File: config.mk
export PLATFORM = sky130hd
export DESIGN_NAME = snake_grid_writer_flat
export DESIGN_NICKNAME = d
export VERILOG_FILES = /design/src/rtl/snake_pkg.sv /design/src/rtl/snake_grid_writer_if.sv /design/src/rtl/snake_grid_ram.sv /design/src/rtl/snake_grid_writer.sv /design/src/flat_wrapper.sv
export SDC_FILE = /design/constraint.sdc
export NUM_CORES = 2
export LEC_CHECK = 0
export ABC_AREA = 1
export CORE_MARGIN = 2
export CORE_UTILIZATION = 45
export DETAILED_ROUTE_END_ITERATION = 8
export SYNTH_ARGS = -nofsm -noshare
export SYNTH_HDL_FRONTEND = slang
export SYNTH_SLANG_ARGS = --single-unit
File: constraint.sdc
create_clock -name clock_25 -period 88.2 [get_ports clock_25]
set_input_delay 26.46 -clock clock_25 [delete_from_list [all_inputs] [get_ports clock_25]]
set_output_delay 26.46 -clock clock_25 [all_outputs]
set_load 0.005 [all_outputs]
File: src/rtl/snake_pkg.sv
`timescale 1ns/1ps
// Shared definitions for the snake grid writer: cell codes, command ops,
// grid/frame geometry and the cell-address helper.
package snake_pkg;

  localparam int GRID_W     = 40;
  localparam int GRID_H     = 30;
  localparam int GRID_CELLS = GRID_W * GRID_H;
  localparam int CELL_LOG2  = 4;
  localparam int H_ACTIVE   = 640;
  localparam int V_ACTIVE   = 480;
  localparam int ADDR_W     = 11;
  localparam int CX_W       = 6;
  localparam int CY_W       = 5;

  localparam logic [1:0] CELL_EMPTY = 2'b00;
  localparam logic [1:0] CELL_SNAKE = 2'b01;
  localparam logic [1:0] CELL_FOOD  = 2'b10;
  localparam logic [1:0] CELL_WALL  = 2'b11;

  typedef enum logic [1:0] {
    OP_WRITE = 2'b00,
    OP_CLEAR = 2'b01,
    OP_NOP_A = 2'b10,
    OP_NOP_B = 2'b11
  } cmd_op_e;

  // Row-major cell address; cy*40 is built from two shifts so no multiplier is inferred.
  function automatic logic [ADDR_W-1:0] cell_addr(input logic [5:0] cx, input logic [5:0] cy);
    logic [ADDR_W-1:0] cx_w;
    logic [ADDR_W-1:0] cy_w;
    cx_w = {{(ADDR_W-6){1'b0}}, cx};
    cy_w = {{(ADDR_W-6){1'b0}}, cy};
    return (cy_w << 5) + (cy_w << 3) + cx_w;
  endfunction

endpackage

File: src/rtl/snake_grid_writer_if.sv
`timescale 1ns/1ps
// Command port of the snake grid writer: valid/ready cell commands from the
// game logic plus the busy and error status returned to it.
interface snake_grid_writer_if;

  logic       cmd_valid;
  logic       cmd_ready;
  logic [1:0] cmd_op;
  logic [5:0] cmd_x;
  logic [4:0] cmd_y;
  logic [1:0] cmd_code;
  logic       busy;
  logic       cmd_err;

  modport master (
    output cmd_valid,
    output cmd_op,
    output cmd_x,
    output cmd_y,
    output cmd_code,
    input  cmd_ready,
    input  busy,
    input  cmd_err
  );

  modport slave (
    input  cmd_valid,
    input  cmd_op,
    input  cmd_x,
    input  cmd_y,
    input  cmd_code,
    output cmd_ready,
    output busy,
    output cmd_err
  );

endinterface

File: src/rtl/snake_grid_ram.sv
`timescale 1ns/1ps
// Simple dual-port RAM with one write port and a registered read port;
// a read of the address being written returns the old contents.
module snake_grid_ram #(
  parameter int DEPTH  = 1200,
  parameter int WIDTH  = 2,
  parameter int ADDR_W = $clog2(DEPTH)
) (
  input  logic              clk,
  input  logic              wr_en,
  input  logic [ADDR_W-1:0] wr_addr,
  input  logic [WIDTH-1:0]  wr_data,
  input  logic [ADDR_W-1:0] rd_addr,
  output logic [WIDTH-1:0]  rd_data
);

  logic [WIDTH-1:0] mem [DEPTH];
  logic [WIDTH-1:0] rd_data_q;

  // Single block keeps read-during-write as old-data, matching block RAM behaviour.
  always_ff @(posedge clk) begin
    if (wr_en) begin
      mem[wr_addr] <= wr_data;
    end
    rd_data_q <= mem[rd_addr];
  end

  assign rd_data = rd_data_q;

endmodule

File: src/rtl/snake_grid_writer.sv
`timescale 1ns/1ps
// Game-side 40x30 cell grid feeding vga_wrapper's game_data/game_enable.
// Define SNAKE_VBLANK_WRITE_EN to accept commands only during vertical blanking.
module snake_grid_writer
  import snake_pkg::*;
(
  input  logic                clock_25,
  input  logic                reset,
  input  logic [9:0]          X,
  input  logic [9:0]          Y,
  output logic [1:0]          game_data,
  output logic                game_enable,
  snake_grid_writer_if.slave  cmd
);

  localparam logic [0:0] ST_CLEAR = 1'b0;
  localparam logic [0:0] ST_IDLE  = 1'b1;

  logic [0:0]        state_q, state_d;
  logic [ADDR_W-1:0] clr_addr_q, clr_addr_d;
  logic              cmd_err_q, cmd_err_d;
  logic              game_enable_q, game_enable_d;
  logic              rd_valid_q, rd_valid_d;

  logic              idle;
  logic              xfer;
  logic              wr_in_range;
  logic              wr_en;
  logic [ADDR_W-1:0] wr_addr;
  logic [1:0]        wr_data;
  logic [ADDR_W-1:0] rd_addr;
  logic [1:0]        rd_data;
  logic [5:0]        pix_cx;
  logic [5:0]        pix_cy;

  assign idle = (state_q == ST_IDLE);

`ifdef SNAKE_VBLANK_WRITE_EN
  assign cmd.cmd_ready = idle && (Y >= 10'(V_ACTIVE));
`else
  assign cmd.cmd_ready = idle;
`endif

  assign cmd.busy    = !idle;
  assign cmd.cmd_err = cmd_err_q;

  assign xfer        = cmd.cmd_valid && cmd.cmd_ready;
  assign wr_in_range = (cmd.cmd_x < 6'(GRID_W)) && (cmd.cmd_y < 5'(GRID_H));

  // Clear sweep owns the write port; otherwise accepted in-range writes use it.
  always_comb begin
    state_d    = state_q;
    clr_addr_d = clr_addr_q;
    cmd_err_d  = 1'b0;
    wr_en      = 1'b0;
    wr_addr    = clr_addr_q;
    wr_data    = CELL_EMPTY;

    if (state_q == ST_CLEAR) begin
      wr_en = 1'b1;
      if (clr_addr_q == ADDR_W'(GRID_CELLS - 1)) begin
        state_d    = ST_IDLE;
        clr_addr_d = '0;
      end else begin
        clr_addr_d = clr_addr_q + ADDR_W'(1);
      end
    end else if (xfer) begin
      if (cmd.cmd_op == OP_WRITE) begin
        if (wr_in_range) begin
          wr_en   = 1'b1;
          wr_addr = cell_addr(cmd.cmd_x, {1'b0, cmd.cmd_y});
          wr_data = cmd.cmd_code;
        end else begin
          cmd_err_d = 1'b1;
        end
      end else if (cmd.cmd_op == OP_CLEAR) begin
        state_d    = ST_CLEAR;
        clr_addr_d = '0;
      end
    end
  end

  assign pix_cx  = 6'(X >> CELL_LOG2);
  assign pix_cy  = 6'(Y >> CELL_LOG2);
  assign rd_addr = cell_addr(pix_cx, pix_cy);

  // Blanking addresses alias freely; the registered valid flag masks them to empty.
  always_comb begin
    game_enable_d = (X < 10'(H_ACTIVE)) && (Y < 10'(V_ACTIVE));
    rd_valid_d    = game_enable_d && idle;
  end

  always_ff @(posedge clock_25) begin
    if (reset) begin
      state_q       <= ST_CLEAR;
      clr_addr_q    <= '0;
      cmd_err_q     <= 1'b0;
      game_enable_q <= 1'b0;
      rd_valid_q    <= 1'b0;
    end else begin
      state_q       <= state_d;
      clr_addr_q    <= clr_addr_d;
      cmd_err_q     <= cmd_err_d;
      game_enable_q <= game_enable_d;
      rd_valid_q    <= rd_valid_d;
    end
  end

  snake_grid_ram #(
    .DEPTH  (GRID_CELLS),
    .WIDTH  (2),
    .ADDR_W (ADDR_W)
  ) u_ram (
    .clk     (clock_25),
    .wr_en   (wr_en && !reset),
    .wr_addr (wr_addr),
    .wr_data (wr_data),
    .rd_addr (rd_addr),
    .rd_data (rd_data)
  );

  assign game_data   = rd_valid_q ? rd_data : CELL_EMPTY;
  assign game_enable = game_enable_q;

endmodule

File: src/flat_wrapper.sv
// flat-port wrapper written by rule: the top's interface ports become plain ports
module snake_grid_writer_flat import snake_pkg::*;
  (clock_25, reset, X, Y, game_data, game_enable, cmd_cmd_valid, cmd_cmd_op, cmd_cmd_x, cmd_cmd_y, cmd_cmd_code, cmd_cmd_ready, cmd_busy, cmd_cmd_err);
  snake_grid_writer_if cmd_i ();
  input  logic clock_25;
  input  logic reset;
  input  logic [9:0] X;
  input  logic [9:0] Y;
  output logic [1:0] game_data;
  output logic game_enable;
  input wire logic [$bits(cmd_i.cmd_valid)-1:0] cmd_cmd_valid;
  input wire logic [$bits(cmd_i.cmd_op)-1:0] cmd_cmd_op;
  input wire logic [$bits(cmd_i.cmd_x)-1:0] cmd_cmd_x;
  input wire logic [$bits(cmd_i.cmd_y)-1:0] cmd_cmd_y;
  input wire logic [$bits(cmd_i.cmd_code)-1:0] cmd_cmd_code;
  output wire logic [$bits(cmd_i.cmd_ready)-1:0] cmd_cmd_ready;
  output wire logic [$bits(cmd_i.busy)-1:0] cmd_busy;
  output wire logic [$bits(cmd_i.cmd_err)-1:0] cmd_cmd_err;
  assign cmd_i.cmd_valid = cmd_cmd_valid;
  assign cmd_i.cmd_op = cmd_cmd_op;
  assign cmd_i.cmd_x = cmd_cmd_x;
  assign cmd_i.cmd_y = cmd_cmd_y;
  assign cmd_i.cmd_code = cmd_cmd_code;
  assign cmd_cmd_ready = cmd_i.cmd_ready;
  assign cmd_busy = cmd_i.busy;
  assign cmd_cmd_err = cmd_i.cmd_err;
  snake_grid_writer u_core (.clock_25(clock_25), .reset(reset), .X(X), .Y(Y), .game_data(game_data), .game_enable(game_enable), .cmd(cmd_i));
endmodule
# After elaboration in Yosys (flattened, before gate mapping)
# Memories as Yosys holds them, arrays and structs flattened. A register that Yosys moved wholly into a read port is not among the register bits.
# Index checks and enable logic that the tools add are counted.
# word_totals
ff_bits,15
mem_bits_rw,2400
word_cells,59
mem_count,1
# mem_list
name,words,word_bits,rd,rd_ports_with_merged_regs,write_ports,line_no,source
u_core.u_ram.mem,1200,2,1,1,1,snake_grid_ram.sv:17,logic [WIDTH-1:0] mem [DEPTH];
# classes
n_addsub,5
n_lt_le_gt_ge,4
n_eq_ne,5
muxes,26
bitwise_logic,3
n_reduce_logical,10
# ops
op,count
$mux W11,9
$add A11 B6 Y11,2
$mux W1,12
$add A10 B8 Y11,1
$add A11 B1 Y11 const B,1
$add A11 B9 Y11,1
$eq A11 B11 Y1 const B,1
$lt A10 B10 Y1 const B,1
$lt A10 B9 Y1 const B,1
$mux W2,5
$lt A6 B6 Y1 const B,1
$ne A2 B2 Y1 const B,3
$logic_and A1 B1 Y1,5
$lt A5 B5 Y1 const B,1
$reduce_or A4 Y1,1
$not A1 Y1,3
$reduce_and A3 Y1,1
$eq A2 B1 Y1 const B,1
$logic_not A1 Y1,2
$logic_not A2 Y1,1

# Longest topological paths before layout
# depth
depth_word,9
mapped_depth,17

# Cells and area by module
# From an unflattened synthesis, not the netlist that was laid out.
# hier_totals
cells_unflattened,9427
hier_area_um2,103392.9
# by_module_without_submodules
mod,instances,cells_per_inst,area_each_um2,seq_area_each_um2
snake_grid_ram,1,9198,101852.7,72109.2
snake_grid_writer,1,229,1540.2,300.3

# Worst setup path after synthesis
# OpenSTA, ideal clock, no wires.
# synth_timing
path_kind,input to register
startpoint,input port cmd_cmd_x[4]
endpoint,memory u_core.u_ram.mem[0][0] (data pin)
setup_ps,5765
arrival_ps,54659
path_slack_ps,27776
path_stages,5
cell_sequence,o21a_1 -> a41oi_2 -> nand3_2 -> buf_2 -> nor2_1
# synth_between
elab_chain_len,6
# synth_rtl
element,line_no,source
"start, declared",flat_wrapper.sv:13,input wire logic [$bits(cmd_i.cmd_x)-1:0] cmd_cmd_x;
$lt A6 B6 Y1,snake_grid_writer.sv:48,assign wr_in_range = (cmd.cmd_x < 6'(GRID_W)) && (cmd.cmd_y < 5'(GRID_H));
$logic_and A1 B1 Y1,snake_grid_writer.sv:48,
$mux W2,snake_grid_writer.sv:69,if (wr_in_range) begin
$mux W2,snake_grid_writer.sv:68,if (cmd.cmd_op == OP_WRITE) begin
$mux W2,snake_grid_writer.sv:67,end else if (xfer) begin
$mux W2,snake_grid_writer.sv:59,if (state_q == ST_CLEAR) begin
net u_core.u_ram.wr_data[0],snake_grid_ram.sv:12,"input logic [WIDTH-1:0] wr_data,"
"end, declared",snake_grid_ram.sv:17,
# The timed path passes the listed nets, and every way through them passes these cells.

# Final worst setup path
# layout_timing
startpoint,input port cmd_cmd_x[4]
endpoint,memory u_core.u_ram.mem[642][0] (data pin)
# The elaborated chain is that of the path after synthesis.

==> flow_results.xml <==
<?xml version="1.0" encoding="UTF-8"?>
<metrics>
  <group name="pwr">
    <metric name="pwr-share-comb" unit="%">6.4</metric>
    <metric name="vdd_drop_max" unit="mV">0.02361</metric>
    <metric name="power.clock.fraction" unit="%">42.0</metric>
    <metric name="intPower" unit="uW">1858</metric>
    <metric name="power_density" unit="nW/um^2">21.35</metric>
    <metric name="seq_power_share" unit="%">51.6</metric>
    <metric name="netSwitchingFraction" unit="%">22.89</metric>
    <metric name="leakage" unit="uW">0.04106</metric>
    <metric name="net_load_switching_power" unit="uW">551.6</metric>
  </group>
  <group name="drt">
    <metric name="detail_route.wirelength" unit="mm">293.6</metric>
    <metric name="wl_per_cell" unit="um">23.90</metric>
    <metric name="drt-vias-per-instance" unit="">5.775</metric>
    <metric name="drtIter0Drc" unit="">8745</metric>
    <metric name="drc" unit="">0</metric>
    <metric name="detailedRoute.firstPassIterationCount" unit="">8</metric>
    <metric name="postRouteAntennaNets" unit="">0</metric>
    <metric name="route.vias.total" unit="">70920</metric>
  </group>
  <group name="timing">
    <metric name="transition_at_the_pin_with_the_smallest_max_transition_slack" unit="ns">1.273</metric>
    <metric name="fin_ws" unit="ns">55.71</metric>
    <metric name="grt_setup_unrepaired" unit="">false</metric>
    <metric name="relSlewSlack" unit="%">14.96</metric>
    <metric name="finalSetupViolations" unit="">0</metric>
    <metric name="setup_tns" unit="ns">0</metric>
    <metric name="finalWorstPathRequiredPeriod" unit="ns">32.49</metric>
    <metric name="finalMaxSlewViolations" unit="">0</metric>
    <metric name="layout_worst_path_cycle_share" unit="%">36.84</metric>
    <metric name="clock.fmax" unit="MHz">30.78</metric>
    <metric name="timing_hold_violations_final" unit="">0</metric>
    <metric name="fin_worst_skew" unit="ns">0.03151</metric>
  </group>
  <group name="grt">
    <metric name="first_global_vias" unit="">69720</metric>
    <metric name="maximum_number_of_pins_on_one_net_before_global_route_repair" unit="">213</metric>
    <metric name="track_usage" unit="%">25.05</metric>
    <metric name="antenna_found_initial" unit="">8</metric>
    <metric name="grt_first_pass_wirelength" unit="mm">432.0</metric>
    <metric name="grt_overflow_total" unit="">0</metric>
  </group>
  <group name="synthesis">
    <metric name="mappedNetlistNets" unit="">9460</metric>
    <metric name="synth-edff-count" unit="">2400</metric>
    <metric name="synth_cell_types" unit="">42</metric>
    <metric name="syn_avg_cell_area" unit="um^2">10.93</metric>
    <metric name="sequential_to_total_area_share_from_yosys_stat" unit="%">70.50</metric>
    <metric name="main_combinational_cell_family_by_area_after_synthesis" unit="">simple AND/OR/NAND/NOR gates</metric>
    <metric name="synth.mux.area_fraction" unit="%">0</metric>
    <metric name="synth_compound_gate_area_share" unit="%">1.802</metric>
    <metric name="ys_ff_latch" unit="">2417</metric>
    <metric name="postSynth.topFlopCell" unit="">sky130_fd_sc_hd__edfxtp_1</metric>
    <metric name="syn_area" unit="um^2">102700</metric>
    <metric name="ys.warnings.count" unit="">0</metric>
    <metric name="synth_simple_gate_area_share" unit="%">23.94</metric>
    <metric name="yosys.area_share.xor_xnor" unit="%">0.07675</metric>
    <metric name="synth-async-reset-ratio" unit="%">0</metric>
    <metric name="syn-instance-count" unit="">9397</metric>
    <metric name="synth-adder-area-share" unit="%">0.3338</metric>
  </group>
  <group name="clock_network">
    <metric name="clk_pin_slew_worst_paths" unit="ns">0.06</metric>
    <metric name="ctsHtreeMaxLevel" unit="">4</metric>
    <metric name="tritoncts_clock_tree" unit="">built</metric>
    <metric name="post_cts_hold_buffer_count" unit="">0</metric>
    <metric name="post_cts_resized" unit="">0</metric>
    <metric name="cts.sink_count" unit="">2417</metric>
    <metric name="post_cts_buffers" unit="">0</metric>
    <metric name="cts-buffers-inserted" unit="">238</metric>
    <metric name="clockBufferDepth" unit="">3</metric>
    <metric name="insertion_delay" unit="ns">0.88</metric>
    <metric name="clk_root_buffer_cell" unit="">sky130_fd_sc_hd__clkbuf_16</metric>
  </group>
  <group name="setup_path">
    <metric name="worst-endpoint-arrival" unit="ns">33.01</metric>
    <metric name="cp_slowest_cell" unit="">sky130_fd_sc_hd__buf_4</metric>
    <metric name="worst_setup_path_start_kind" unit="">primary input</metric>
    <metric name="ff2ff_setup_slack" unit="ns">81.61</metric>
    <metric name="worst_r2r_startpoint" unit="">u_core.cmd.cmd_ready$_SDFF_PP0_</metric>
    <metric name="crit_path_cell_trace" unit="">clkdlybuf4s50_1 -&gt; o21a_1 -&gt; a41oi_2 -&gt; nand3_2 -&gt; nor2_4 -&gt; buf_4 -&gt; buf_4 -&gt; buf_4 -&gt; buf_4 -&gt; buf_4 -&gt; buf_4</metric>
    <metric name="regToRegEndpoint" unit="">u_core.u_ram.mem[642][0]$_DFFE_PP_</metric>
    <metric name="path_class" unit="">primary input to flop</metric>
    <metric name="setup.worst_path.start" unit="">cmd_cmd_x[4]</metric>
    <metric name="crit_path_max_fanout" unit="">101</metric>
    <metric name="crit_required" unit="ns">88.72</metric>
    <metric name="end_kind" unit="">flop</metric>
    <metric name="worst_path_most_repeated_cell" unit="">sky130_fd_sc_hd__buf_4</metric>
    <metric name="rr_worst_depth" unit="">10</metric>
    <metric name="timing.critical_path.buf_inv" unit="">7</metric>
    <metric name="timing.critical_path.max_delay_family" unit="">buffers and inverters</metric>
    <metric name="critical-path-max-stage-delay" unit="ns">0.92</metric>
  </group>
  <group name="status">
    <metric name="outcome" unit="">finished clean</metric>
  </group>
  <group name="finish">
    <metric name="final_common_cell" unit="">sky130_fd_sc_hd__edfxtp_1</metric>
    <metric name="layout.nets" unit="">9124</metric>
    <metric name="finalInstanceArea" unit="um^2">112900</metric>
    <metric name="fraction_of_final_layout_cells_with_drive_strength_greater_than_1" unit="%">5.976</metric>
    <metric name="postLayoutCoreUtil" unit="%">49.72</metric>
    <metric name="layout-area-overhead-vs-synth" unit="%">9.918</metric>
    <metric name="most-common-layout-cells" unit="">sky130_fd_sc_hd__edfxtp_1 (2400), sky130_fd_sc_hd__nand2_1 (2212), sky130_fd_sc_hd__nand3_1 (2118), sky130_fd_sc_hd__nor2_1 (1410), sky130_fd_sc_hd__clkbuf_16 (242)</metric>
  </group>
  <group name="run">
    <metric name="cap_violations" unit="">0</metric>
  </group>
  <group name="min_path">
    <metric name="min_to" unit="">u_core.clr_addr_q[10]$_SDFFE_PP0P_</metric>
    <metric name="worst_hold_startpoint" unit="">u_core.clr_addr_q[10]$_SDFFE_PP0P_</metric>
    <metric name="min_path_type" unit="">flop to flop</metric>
    <metric name="hold_path_cells" unit="">2</metric>
  </group>
  <group name="floorplanning">
    <metric name="boundary_pin_count" unit="">44</metric>
    <metric name="placement_rows" unit="">175</metric>
    <metric name="dieArea" unit="um^2">232100</metric>
    <metric name="initial_core_util" unit="%">45.23</metric>
    <metric name="fp.coreArea" unit="um^2">227100</metric>
    <metric name="die_width" unit="um">481.7</metric>
    <metric name="die_h" unit="um">481.7</metric>
  </group>
  <group name="placement">
    <metric name="numPortBuffers" unit="">35</metric>
    <metric name="gp_congestion" unit="">0.8067</metric>
    <metric name="detailed_place.area" unit="um^2">105100</metric>
    <metric name="dp_hpwl" unit="mm">150.0</metric>
    <metric name="dpl_ws" unit="ns">54.74</metric>
  </group>
</metrics>
[stage by stage]
step                      instances  hold slack (ns)  total power (uW)
after floorplan                9397           0.4453              1357
after global placement        11830           0.4664              1418
after detailed placement      11830           0.4622              1419
after CTS                     12280           0.4745              2420
after global routing          12280           0.4932              2476
final                         12280           0.4749              2410
[area by class of cell]
type	count	area, um^2
Clock buffer	294	6251
Fill cell	20240	114200
Inverter	61	261.5
Clock inverter	155	1485
Timing Repair Buffer	178	1577
Multi-Input combinational cell	6165	27130
Sequential cell	2417	72410
Tap cell	3009	3765
Antenna cell	3	7.507
[cells by family after synthesis]
group	after synthesis
and+or+nand+nor	5801
DFF	2417
buffers and inverters	815
AOI/OAI and AO/OA	330
adders and majority gates	25
xor gates and xnor gates	9
[how the worst max path moves through the flow]
stage	end	slack (ns)	cells past startpoint
floorplan	u_core.u_ram.mem[0][0]$_DFFE_PP_	27.78	5
global placement	u_core.u_ram.mem[280][0]$_DFFE_PP_	54.75	11
detailed placement	u_core.u_ram.mem[280][0]$_DFFE_PP_	54.74	11
CTS	u_core.u_ram.mem[667][0]$_DFFE_PP_	55.66	11
global route	u_core.u_ram.mem[642][0]$_DFFE_PP_	55.22	11
finish	u_core.u_ram.mem[642][0]$_DFFE_PP_	55.71	11
[tightest hold or removal path: cells and delay by family, from the launching register on]
kind	cells	cell delay [ns]
flops	1	0.31
simple gates	1	0.06
compound gates	1	0.06
[synth_stat cells, drive strengths merged (3+ instances only)]
cell type | number | share of area, %
o21ai | 206 | 1.0
xor2 | 7 | 0.060
nand2 | 2244 | 8.2
nor2 | 1419 | 5.2
o21bai | 3 | 0.026
ha | 21 | 0.26
a211oi | 3 | 0.022
dfxtp | 17 | 0.33
buf | 281 | 1.4
o22ai | 90 | 0.55
nor3 | 11 | 0.13
clkinv | 3 | 0.011
clkbuf | 473 | 1.7
fa | 4 | 0.078
inv | 58 | 0.21
nand3 | 2119 | 10
a21oi | 19 | 0.093
edfxtp | 2400 | 70
[state kept, by name, summed over array words and instances (netlist names)]
name and cells:
u_core.u_ram.mem 2400, u_core.clr_addr_q 11, u_core.u_ram.rd_data 2, u_core.cmd.cmd_err 1, u_core.cmd.cmd_ready 1, u_core.game_enable 1
u_core.rd_valid_q 1
[power by group through the flow]
stage | clock network (uW) | logic, uW | registers [uW]
2_1_floorplan | 0 | 88.7 | 1270
3_3_place_gp | 0 | 149 | 1270
3_5_place_dp | 0 | 151 | 1270
4_1_cts | 1020 | 151 | 1240
5_1_grt | 1070 | 162 | 1240
6_report | 1010 | 154 | 1240
[layer usage]
layer,up-vias,GRT usage (%),share of wire (%)
li1,32150,-,-
met1,35170,34.41,41
met2,3100,40.83,47
met3,498,3.595,9.0
met4,0,8.754,3.5
met5,-,0,0
Note: power is estimated with default switching activity, not from simulation.
